$ cat config.mk
export PLATFORM = sky130hd
export DESIGN_NAME = present_arb_flat
export DESIGN_NICKNAME = d
export VERILOG_FILES = /design/src/rtl/present_arb_if.sv /design/src/rtl/present_arb.sv /design/src/flat_wrapper.sv
export SDC_FILE = /design/constraint.sdc
export NUM_CORES = 1
export LEC_CHECK = 0
export ABC_AREA = 1
export CELL_PAD_IN_SITES_DETAIL_PLACEMENT = 0
export CELL_PAD_IN_SITES_GLOBAL_PLACEMENT = 2
export CORE_MARGIN = 2
export CORE_UTILIZATION = 18
export DETAILED_ROUTE_END_ITERATION = 8
export PLACE_DENSITY = 0.83
export SETUP_SLACK_MARGIN = 0.4
export SYNTH_ARGS = -nofsm -noshare
export SYNTH_HDL_FRONTEND = slang
export SYNTH_SLANG_ARGS = --single-unit
$ cat constraint.sdc
create_clock -name clk -period 1.9 [get_ports clk]
set_clock_uncertainty 0.2 [all_clocks]
set_input_delay 0.38 -clock clk [delete_from_list [all_inputs] [get_ports clk]]
set_output_delay 0.38 -clock clk [all_outputs]
set_load 0.005 [all_outputs]
$ cat src/rtl/present_arb_if.sv
// Requester, response and cipher-core signals of the PRESENT arbiter.
// The arbiter uses the slave modport; requesters and the core sit on the master side.
interface present_arb_if;
    logic        req0_valid;
    logic        req1_valid;
    logic        req0_ready;
    logic        req1_ready;
    logic [63:0] req0_data;
    logic [63:0] req1_data;
    logic [79:0] req0_key;
    logic [79:0] req1_key;
    logic        req0_mode;
    logic        req1_mode;
    logic        rsp0_valid;
    logic        rsp1_valid;
    logic        rsp0_ready;
    logic        rsp1_ready;
    logic [63:0] rsp_data;
    logic        rsp_err;
    logic [63:0] core_idat;
    logic [79:0] core_key;
    logic        core_load;
    logic        core_control;
    logic [63:0] core_odat;
    logic        core_done;
    logic        busy;
    logic        grant;

    modport slave (
        input  req0_valid, req1_valid, req0_data, req1_data, req0_key, req1_key,
        input  req0_mode, req1_mode, rsp0_ready, rsp1_ready, core_odat, core_done,
        output req0_ready, req1_ready, rsp0_valid, rsp1_valid, rsp_data, rsp_err,
        output core_idat, core_key, core_load, core_control, busy, grant
    );

    modport master (
        output req0_valid, req1_valid, req0_data, req1_data, req0_key, req1_key,
        output req0_mode, req1_mode, rsp0_ready, rsp1_ready, core_odat, core_done,
        input  req0_ready, req1_ready, rsp0_valid, rsp1_valid, rsp_data, rsp_err,
        input  core_idat, core_key, core_load, core_control, busy, grant
    );
endinterface

$ cat src/rtl/present_arb.sv
// Two-requester round-robin front end for a PRESENT cipher core, with a
// per-block BUSY timeout that returns an error response instead of hanging.
module present_arb #(
    parameter int TIMEOUT = 255
) (
    input  logic          clk,
    input  logic          iReset_n,
    present_arb_if.slave  bus
);
    typedef enum logic [1:0] {
        IDLE = 2'd0,
        LOAD = 2'd1,
        BUSY = 2'd2,
        RESP = 2'd3
    } state_t;

    localparam logic [7:0] TMO = 8'(TIMEOUT);

    state_t      state_r;
    state_t      state_s;
    logic        last_grant_r;
    logic        grant_r;
    logic        win_s;
    logic        take_s;
    logic        ctrl_r;
    logic        err_r;
    logic        load_r;
    logic        busy_r;
    logic        abort_s;
    logic        rsp_take_s;
    logic [1:0]  rsp_valid_r;
    logic [63:0] idat_r;
    logic [63:0] rsp_data_r;
    logic [79:0] key_r;
    logic [7:0]  cnt_r;
    logic [7:0]  cnt_inc_s;

    // Winner selection in IDLE; a tie goes to the requester that was not served last.
    always_comb begin
        take_s = 1'b0;
        win_s  = 1'b0;
        if ((state_r == IDLE) && (bus.req0_valid || bus.req1_valid)) begin
            take_s = 1'b1;
            if (bus.req0_valid && bus.req1_valid) begin
                win_s = ~last_grant_r;
            end else begin
                win_s = bus.req1_valid;
            end
        end else begin
            take_s = 1'b0;
            win_s  = 1'b0;
        end
    end

    assign cnt_inc_s  = (cnt_r == 8'hFF) ? cnt_r : (cnt_r + 8'd1);
    assign abort_s    = (cnt_inc_s == TMO);
    assign rsp_take_s = grant_r ? bus.rsp1_ready : bus.rsp0_ready;

    // Next-state logic; core_done is only looked at while BUSY and wins over the timeout.
    always_comb begin
        state_s = state_r;
        case (state_r)
            IDLE: begin
                if (take_s) state_s = LOAD;
                else        state_s = IDLE;
            end
            LOAD: state_s = BUSY;
            BUSY: begin
                if (bus.core_done)  state_s = RESP;
                else if (abort_s)   state_s = RESP;
                else                state_s = BUSY;
            end
            RESP: begin
                if (rsp_take_s) state_s = IDLE;
                else            state_s = RESP;
            end
            default: state_s = IDLE;
        endcase
    end

    // State register.
    always_ff @(posedge clk or negedge iReset_n) begin
        if (!iReset_n) state_r <= IDLE;
        else           state_r <= state_s;
    end

    // Request capture, core drive, timeout counter and response registers.
    always_ff @(posedge clk or negedge iReset_n) begin
        if (!iReset_n) begin
            grant_r      <= 1'b0;
            last_grant_r <= 1'b1;
            idat_r       <= 64'd0;
            key_r        <= 80'd0;
            ctrl_r       <= 1'b0;
            load_r       <= 1'b0;
            busy_r       <= 1'b0;
            cnt_r        <= 8'd0;
            rsp_data_r   <= 64'd0;
            err_r        <= 1'b0;
            rsp_valid_r  <= 2'b00;
        end else begin
            load_r <= take_s;
            busy_r <= (state_s != IDLE);
            if (take_s) begin
                grant_r <= win_s;
                idat_r  <= win_s ? bus.req1_data : bus.req0_data;
                key_r   <= win_s ? bus.req1_key  : bus.req0_key;
                ctrl_r  <= win_s ? bus.req1_mode : bus.req0_mode;
            end
            case (state_r)
                LOAD: cnt_r <= 8'd0;
                BUSY: begin
                    cnt_r <= cnt_inc_s;
                    if (bus.core_done) begin
                        rsp_data_r  <= bus.core_odat;
                        err_r       <= 1'b0;
                        rsp_valid_r <= grant_r ? 2'b10 : 2'b01;
                    end else if (abort_s) begin
                        rsp_data_r  <= 64'd0;
                        err_r       <= 1'b1;
                        rsp_valid_r <= grant_r ? 2'b10 : 2'b01;
                    end
                end
                RESP: begin
                    if (rsp_take_s) begin
                        rsp_valid_r  <= 2'b00;
                        last_grant_r <= grant_r;
                    end
                end
                default: cnt_r <= cnt_r;
            endcase
        end
    end

    assign bus.req0_ready   = take_s & ~win_s;
    assign bus.req1_ready   = take_s &  win_s;
    assign bus.rsp0_valid   = rsp_valid_r[0];
    assign bus.rsp1_valid   = rsp_valid_r[1];
    assign bus.rsp_data     = rsp_data_r;
    assign bus.rsp_err      = err_r;
    assign bus.core_idat    = idat_r;
    assign bus.core_key     = key_r;
    assign bus.core_load    = load_r;
    assign bus.core_control = ctrl_r;
    assign bus.busy         = busy_r;
    assign bus.grant        = grant_r;
endmodule

$ cat src/flat_wrapper.sv
// flat-port wrapper written by rule: the top's interface ports become plain ports
module present_arb_flat 
#(
    parameter int TIMEOUT = 255
)
  (clk, iReset_n, bus_req0_valid, bus_req1_valid, bus_req0_data, bus_req1_data, bus_req0_key, bus_req1_key, bus_req0_mode, bus_req1_mode, bus_rsp0_ready, bus_rsp1_ready, bus_core_odat, bus_core_done, bus_req0_ready, bus_req1_ready, bus_rsp0_valid, bus_rsp1_valid, bus_rsp_data, bus_rsp_err, bus_core_idat, bus_core_key, bus_core_load, bus_core_control, bus_busy, bus_grant);
  present_arb_if bus_i ();
  input  logic clk;
  input  logic iReset_n;
  input wire logic [$bits(bus_i.req0_valid)-1:0] bus_req0_valid;
  input wire logic [$bits(bus_i.req1_valid)-1:0] bus_req1_valid;
  input wire logic [$bits(bus_i.req0_data)-1:0] bus_req0_data;
  input wire logic [$bits(bus_i.req1_data)-1:0] bus_req1_data;
  input wire logic [$bits(bus_i.req0_key)-1:0] bus_req0_key;
  input wire logic [$bits(bus_i.req1_key)-1:0] bus_req1_key;
  input wire logic [$bits(bus_i.req0_mode)-1:0] bus_req0_mode;
  input wire logic [$bits(bus_i.req1_mode)-1:0] bus_req1_mode;
  input wire logic [$bits(bus_i.rsp0_ready)-1:0] bus_rsp0_ready;
  input wire logic [$bits(bus_i.rsp1_ready)-1:0] bus_rsp1_ready;
  input wire logic [$bits(bus_i.core_odat)-1:0] bus_core_odat;
  input wire logic [$bits(bus_i.core_done)-1:0] bus_core_done;
  output wire logic [$bits(bus_i.req0_ready)-1:0] bus_req0_ready;
  output wire logic [$bits(bus_i.req1_ready)-1:0] bus_req1_ready;
  output wire logic [$bits(bus_i.rsp0_valid)-1:0] bus_rsp0_valid;
  output wire logic [$bits(bus_i.rsp1_valid)-1:0] bus_rsp1_valid;
  output wire logic [$bits(bus_i.rsp_data)-1:0] bus_rsp_data;
  output wire logic [$bits(bus_i.rsp_err)-1:0] bus_rsp_err;
  output wire logic [$bits(bus_i.core_idat)-1:0] bus_core_idat;
  output wire logic [$bits(bus_i.core_key)-1:0] bus_core_key;
  output wire logic [$bits(bus_i.core_load)-1:0] bus_core_load;
  output wire logic [$bits(bus_i.core_control)-1:0] bus_core_control;
  output wire logic [$bits(bus_i.busy)-1:0] bus_busy;
  output wire logic [$bits(bus_i.grant)-1:0] bus_grant;
  assign bus_i.req0_valid = bus_req0_valid;
  assign bus_i.req1_valid = bus_req1_valid;
  assign bus_i.req0_data = bus_req0_data;
  assign bus_i.req1_data = bus_req1_data;
  assign bus_i.req0_key = bus_req0_key;
  assign bus_i.req1_key = bus_req1_key;
  assign bus_i.req0_mode = bus_req0_mode;
  assign bus_i.req1_mode = bus_req1_mode;
  assign bus_i.rsp0_ready = bus_rsp0_ready;
  assign bus_i.rsp1_ready = bus_rsp1_ready;
  assign bus_i.core_odat = bus_core_odat;
  assign bus_i.core_done = bus_core_done;
  assign bus_req0_ready = bus_i.req0_ready;
  assign bus_req1_ready = bus_i.req1_ready;
  assign bus_rsp0_valid = bus_i.rsp0_valid;
  assign bus_rsp1_valid = bus_i.rsp1_valid;
  assign bus_rsp_data = bus_i.rsp_data;
  assign bus_rsp_err = bus_i.rsp_err;
  assign bus_core_idat = bus_i.core_idat;
  assign bus_core_key = bus_i.core_key;
  assign bus_core_load = bus_i.core_load;
  assign bus_core_control = bus_i.core_control;
  assign bus_busy = bus_i.busy;
  assign bus_grant = bus_i.grant;
  present_arb #(.TIMEOUT(TIMEOUT)) u_core (.clk(clk), .iReset_n(iReset_n), .bus(bus_i));
endmodule
# Word-level counts from Yosys, hierarchy flattened
# Index checks and enable logic that the tools add are counted.
# word_totals
inputBits	361
regBits	226
elab_cells	58
output_inout_bits	217
# classes
n_mux	23
n_reduce_logical	11
n_addsub	1
bitwise	4
eq_ne	7
# op_table
op	count
$mux 64	3
$mux 80	1
$eq 8x8->1 const B	2
$pmux 8 s2	1
$mux 2	6
$mux 1	9
$add 8x1->8 const B	1
$mux 8	1
$pmux 2 s4	1
$reduce_bool 2->1	4
$eq 2x2->1 const B	2
$pmux 2 s2	1
$reduce_and 2->1	2
$ne 3x2->1 const B	1
$reduce_and 3->1	1
$and 1x1->1	2
$eq 2x1->1 const B	1
$logic_and 1x1->1	2
$logic_not 2->1	1
$ne 2x1->1 const B	1
$not 1->1	2
$logic_or 1x1->1	1

# Logic depth before layout (Yosys ltp)
# logic_depth
ltp_word	7
depth_mapped	13

# Worst setup path after synthesis
# No wires, ideal clock.
# synth_timing
path_kind	flip-flop to flip-flop
startpoint	register u_core.cnt_r[1]
endpoint	register u_core.rsp_data_r[13] (netlist: u_core.bus.rsp_data[13])
arrival_time_ns	1.620
path_stages_with_launch	13
t_required_ns	1.583
setup_time_ns	0.117
setup_slack_ns	-0.037
cell_sequence	dfrtp_1 -> ha_1 -> nand2_1 -> nor2_4 -> nand2_4 -> nand2_2 -> nand3_1 -> nor2_2 -> nand2_1 -> buf_6 -> buf_6 -> nand3_2 -> nand2_1
# synth_between
elab_chain_cells	5
elab_cells_between_ends	6
cone_classes	1 x add/sub; 2 x eq/ne; 1 x mux; 2 x reduce/logical
# synth_lines
element	line	source
from (decl)	present_arb.sv:35	logic [7:0] cnt_r;
from (signal assigned)	present_arb.sv:113	cnt_r <= cnt_inc_s;
from (signal assigned)	present_arb.sv:130	default: cnt_r <= cnt_r;
$add 8x1->8 or $eq 8x8->1 (tied branches)	present_arb.sv:55	assign cnt_inc_s = (cnt_r == 8'hFF) ? cnt_r : (cnt_r + 8'd1);
$mux 8 *	present_arb.sv:55	
$eq 8x8->1 *	present_arb.sv:56	assign abort_s = (cnt_inc_s == TMO);
$reduce_bool 2->1 (no line) *	--	
$reduce_and 2->1 (no line) *	--	
to (signal assigned)	present_arb.sv:115	rsp_data_r <= bus.core_odat;
to (decl)	present_arb.sv:33	logic [63:0] rsp_data_r;
# Every way passes the cells marked *; elsewhere a longest branch is shown, timed or not.
# A chain may end at the register's enable or synchronous reset.

# Worst setup path after layout
# layout_timing
startpoint	register u_core.cnt_r[0]
endpoint	register u_core.rsp_data_r[44] (netlist: u_core.bus.rsp_data[44])
# Same word-level chain as after synthesis.

==> results.json <==
{
  "synth.top_cell.area_share_pct": 55.1,
  "clkTransAtPathRegs_ns": 0.06,
  "drc": 0,
  "nets": 2321,
  "vias": 11600,
  "rr_worst_depth": 13,
  "syn_area_per_cell_um2": 8.46,
  "post-route-cell-area_um2": 21000,
  "peakVddDrop_mv": 0.693,
  "cts_buffers": 29,
  "drv_slew": 0,
  "wl_per_cell_um": 18.6,
  "portBuffers": 577,
  "initial_core_util_pct": 18.1,
  "drv_cap": 0,
  "place_congestion": 0.836,
  "root_buffer": "clkbuf_16",
  "clock_latency_ns": 0.56,
  "rsz0062_at_grt": "yes",
  "totalWireLength_mm": 51.0,
  "crit_required_ns": 2.14,
  "gr-total-overflow": 0,
  "timing.setup.tns_ns": -31.62,
  "synth_seq_area_share_pct": 55.4,
  "reg2reg_from": "u_core.cnt_r[0]$_DFFE_PN0P_",
  "drtIter0Drc": 506,
  "dieHeight_um": 242,
  "cp_num_buf_inv": 3,
  "cts_buffer_depth": 3,
  "crit_family": "simple AND/OR/NAND/NOR gates",
  "grt_usage_pct": 15.2,
  "syn_to_final_growth_pct": 106,
  "core_area_um2": 56300,
  "finalCritPeriodShare_pct": 116,
  "die_w_um": 242,
  "critPathCaptureType": "flip-flop",
  "crit_fanout": 8,
  "drive_gt1_share_pct": 43.1,
  "grt_pass1_vias": 11200,
  "ioPinCount": 578,
  "crit_top_cell": "nand2_4",
  "yosysTopAreaCell": "dfrtp_1",
  "power.density_nw_per_um2": 1400,
  "rows": 87,
  "cts.sinks": 226,
  "ys_top_cells_by_area": "dfrtp_1 (55%), nand2_1 (14%), nand3_1 (8.4%), o21ai_0 (7.8%), nand3_2 (5.0%)",
  "grt_first_pass_wirelength_mm": 69.7,
  "cts_tree": "yes",
  "min_period_ns": 2.21,
  "drtAntennaViolNets": 0,
  "finalPower_uw": 29400,
  "startpoint_type": "flip-flop",
  "hold_class": "in2async",
  "crit_type": "reg2reg",
  "critical_path.cell_chain": "ha_4 > nand2_4 > nor2_4 > nand2_4 > nand2_4 > nand3_4 > nor2_4 > buf_12 > nand2_8 > buf_12 > buf_16 > nand3_2 > nand2_1",
  "die-area_um2": 58700,
  "synthArstFlopShare_pct": 100,
  "slowest_stage": "dfrtp_1",
  "worstPathArrival_ns": 2.45,
  "n_fill_cell": 5735,
  "grt_max_degree": 77,
  "dpl_cell_area_um2": 17500,
  "violations": "negative setup slack",
  "synth_nets": 1572,
  "r2r_slack_ns": -0.31,
  "hpwlAfterDp_mm": 32.9,
  "avgViaCountPerCell": 4.23,
  "setup_viol": 209,
  "synth_edf_count": 0,
  "synth_cell_types": 25,
  "p_leak_uw": 0.0100,
  "slew_headroom_pct": 69.9,
  "htreeDepth": 1,
  "firstDrtPassIters": 5,
  "pre_cts_ws_ns": -0.759,
  "synthesis.instances": 1207,
  "ys_warn_count": 0,
  "r2r-end": "u_core.bus.rsp_data[44]$_DFFE_PN0P_",
  "yosysMostFrequentCell": "nand2_1",
  "ys_ff_latch": 226,
  "hold_viol_final": 0,
  "synth_commonest_cells": "nand2_1 (392), dfrtp_1 (225), nand3_1 (171)",
  "synthFlopType": "dfrtp_1",
  "status": "finished, violations left",
  "antenna_found_initial": 2,
  "max_stage_delay_ns": 0.40,
  "finalWorstSetupSlack_ns": -0.308,
  "worst_pin_slew_ns": 0.452,
  "fmax_ghz": 0.453,
  "syn-cell-area_um2": 10200
}
-- repair_timing --
action | 4_1_cts | 5_1_grt
resized for setup | 954 | 441
hold buffers | 2 | 0
buffers inserted | 81 | 32
setup endpoints to repair | 442 | 442
pin swaps | 10 | 120
endpoints found under the hold margin | 229 | 0
gates cloned | 8 | 25
-- per-stage QoR --
| stage | util, % | cells | hold WS, ns |
|---|---|---|---|
| 6_report | 37.4 | 2735 | 0.155 |
| 5_1_grt | 37.4 | 2735 | 0.157 |
| 4_1_cts | 33.1 | 2677 | 0.119 |
| 3_5_place_dp | 31.0 | 2533 | 0.143 |
| 3_3_place_gp | 31.0 | 2533 | 0.139 |
| 2_1_floorplan | - | 1207 | -0.116 |
-- routing by layer --
metal	GRT usage, %	part of all wire (%)	up-vias
met5	0	0.026	-
met1	19.4	43	5632
li1	-	-	5486
met4	2.78	1.9	2
met2	26.1	49	390
met3	3.78	5.9	61
-- state kept, by name (all words and copies together), names as in the netlist, 2 cells and up --
signal and cells:
u_core.state_r 2, u_core.cnt_r 8, u_core.bus.core_key 80, u_core.bus.core_idat 64
u_core.bus.rsp_data 64, u_core.rsp_valid_r 2
-- worst max path at each step --
stage / startpoint / end / slack, ns / depth (start not counted)
after CTS: u_core.state_r[1]$_DFF_PN0_ / bus_req1_ready / -0.33 / 5
after floorplan: u_core.cnt_r[1]$_DFFE_PN0P_ / u_core.bus.rsp_data[23]$_DFFE_PN0P_ / -0.02 / 12
final: u_core.cnt_r[0]$_DFFE_PN0P_ / u_core.bus.rsp_data[44]$_DFFE_PN0P_ / -0.31 / 13
after global routing: u_core.cnt_r[0]$_DFFE_PN0P_ / u_core.bus.rsp_data[41]$_DFFE_PN0P_ / -0.41 / 13
after global placement: bus_req0_valid / u_core.bus.core_key[20]$_DFFE_PN0P_ / -0.79 / 8
after detailed placement: bus_req0_valid / u_core.bus.core_key[20]$_DFFE_PN0P_ / -0.76 / 8
-- power by group --
| group | switching [uW] | internal [uW] |
|---|---|---|
| Combinational | 7640 | 7670 |
| Sequential | 1350 | 7140 |
| Clock | 2240 | 3390 |
-- worst reg2reg max path, stage by stage (launching register included) --
cell and delay, ns:
dfrtp_1 0.40, ha_4 0.19, nand2_4 0.06, nor2_4 0.17
nand2_4 0.15, nand2_4 0.13, nand3_4 0.07, nor2_4 0.13
buf_12 0.14, nand2_8 0.08, buf_12 0.14, buf_16 0.14
nand3_2 0.05, nand2_1 0.06
-- cell families after synthesis --
family	count (synthesis)	share of synthesized area [%]
buffers and inverters	104	4.37
flip-flops	226	55.4
AND/OR/NAND/NOR	705	31.4
adder cells (fa/ha/maj)	4	0.490
XOR/XNOR	2	0.172
AO/OA/AOI/OAI	166	8.17
-- layout make-up --
class	instances	area (um2)	share of cell area, %
antenna	1	2.50	0.0119
tap	756	946	4.50
clock inverter	8	100	0.476
timing repair buffer	801	7650	36.3
sequential	226	5660	26.9
clock buffer	45	866	4.12
timing repair inverter	1	20.0	0.0952
inverter	19	108	0.511
multi-input combinational	878	5690	27.1
-- layout by cell type (no fill, tap or decap), types with 31 or more instances in the layout --
master           synthesis  layout
nand2_1                392     300
nand3_2                 51     133
o21ai_1                  2      90
buf_6                    6      39
buf_4                    0     128
nand2_2                  1      36
nand3_1                171      86
buf_2                    9     195
nand2_4                  1      57
dfrtp_1                225     224
clkdlybuf4s50_1          0     358
buf_12                   0      32
o21ai_2                  0      55
nor2_2                   3      31
clkbuf_16                0      47
nor2_4                   1      32
(Power assumes the default switching activity.)
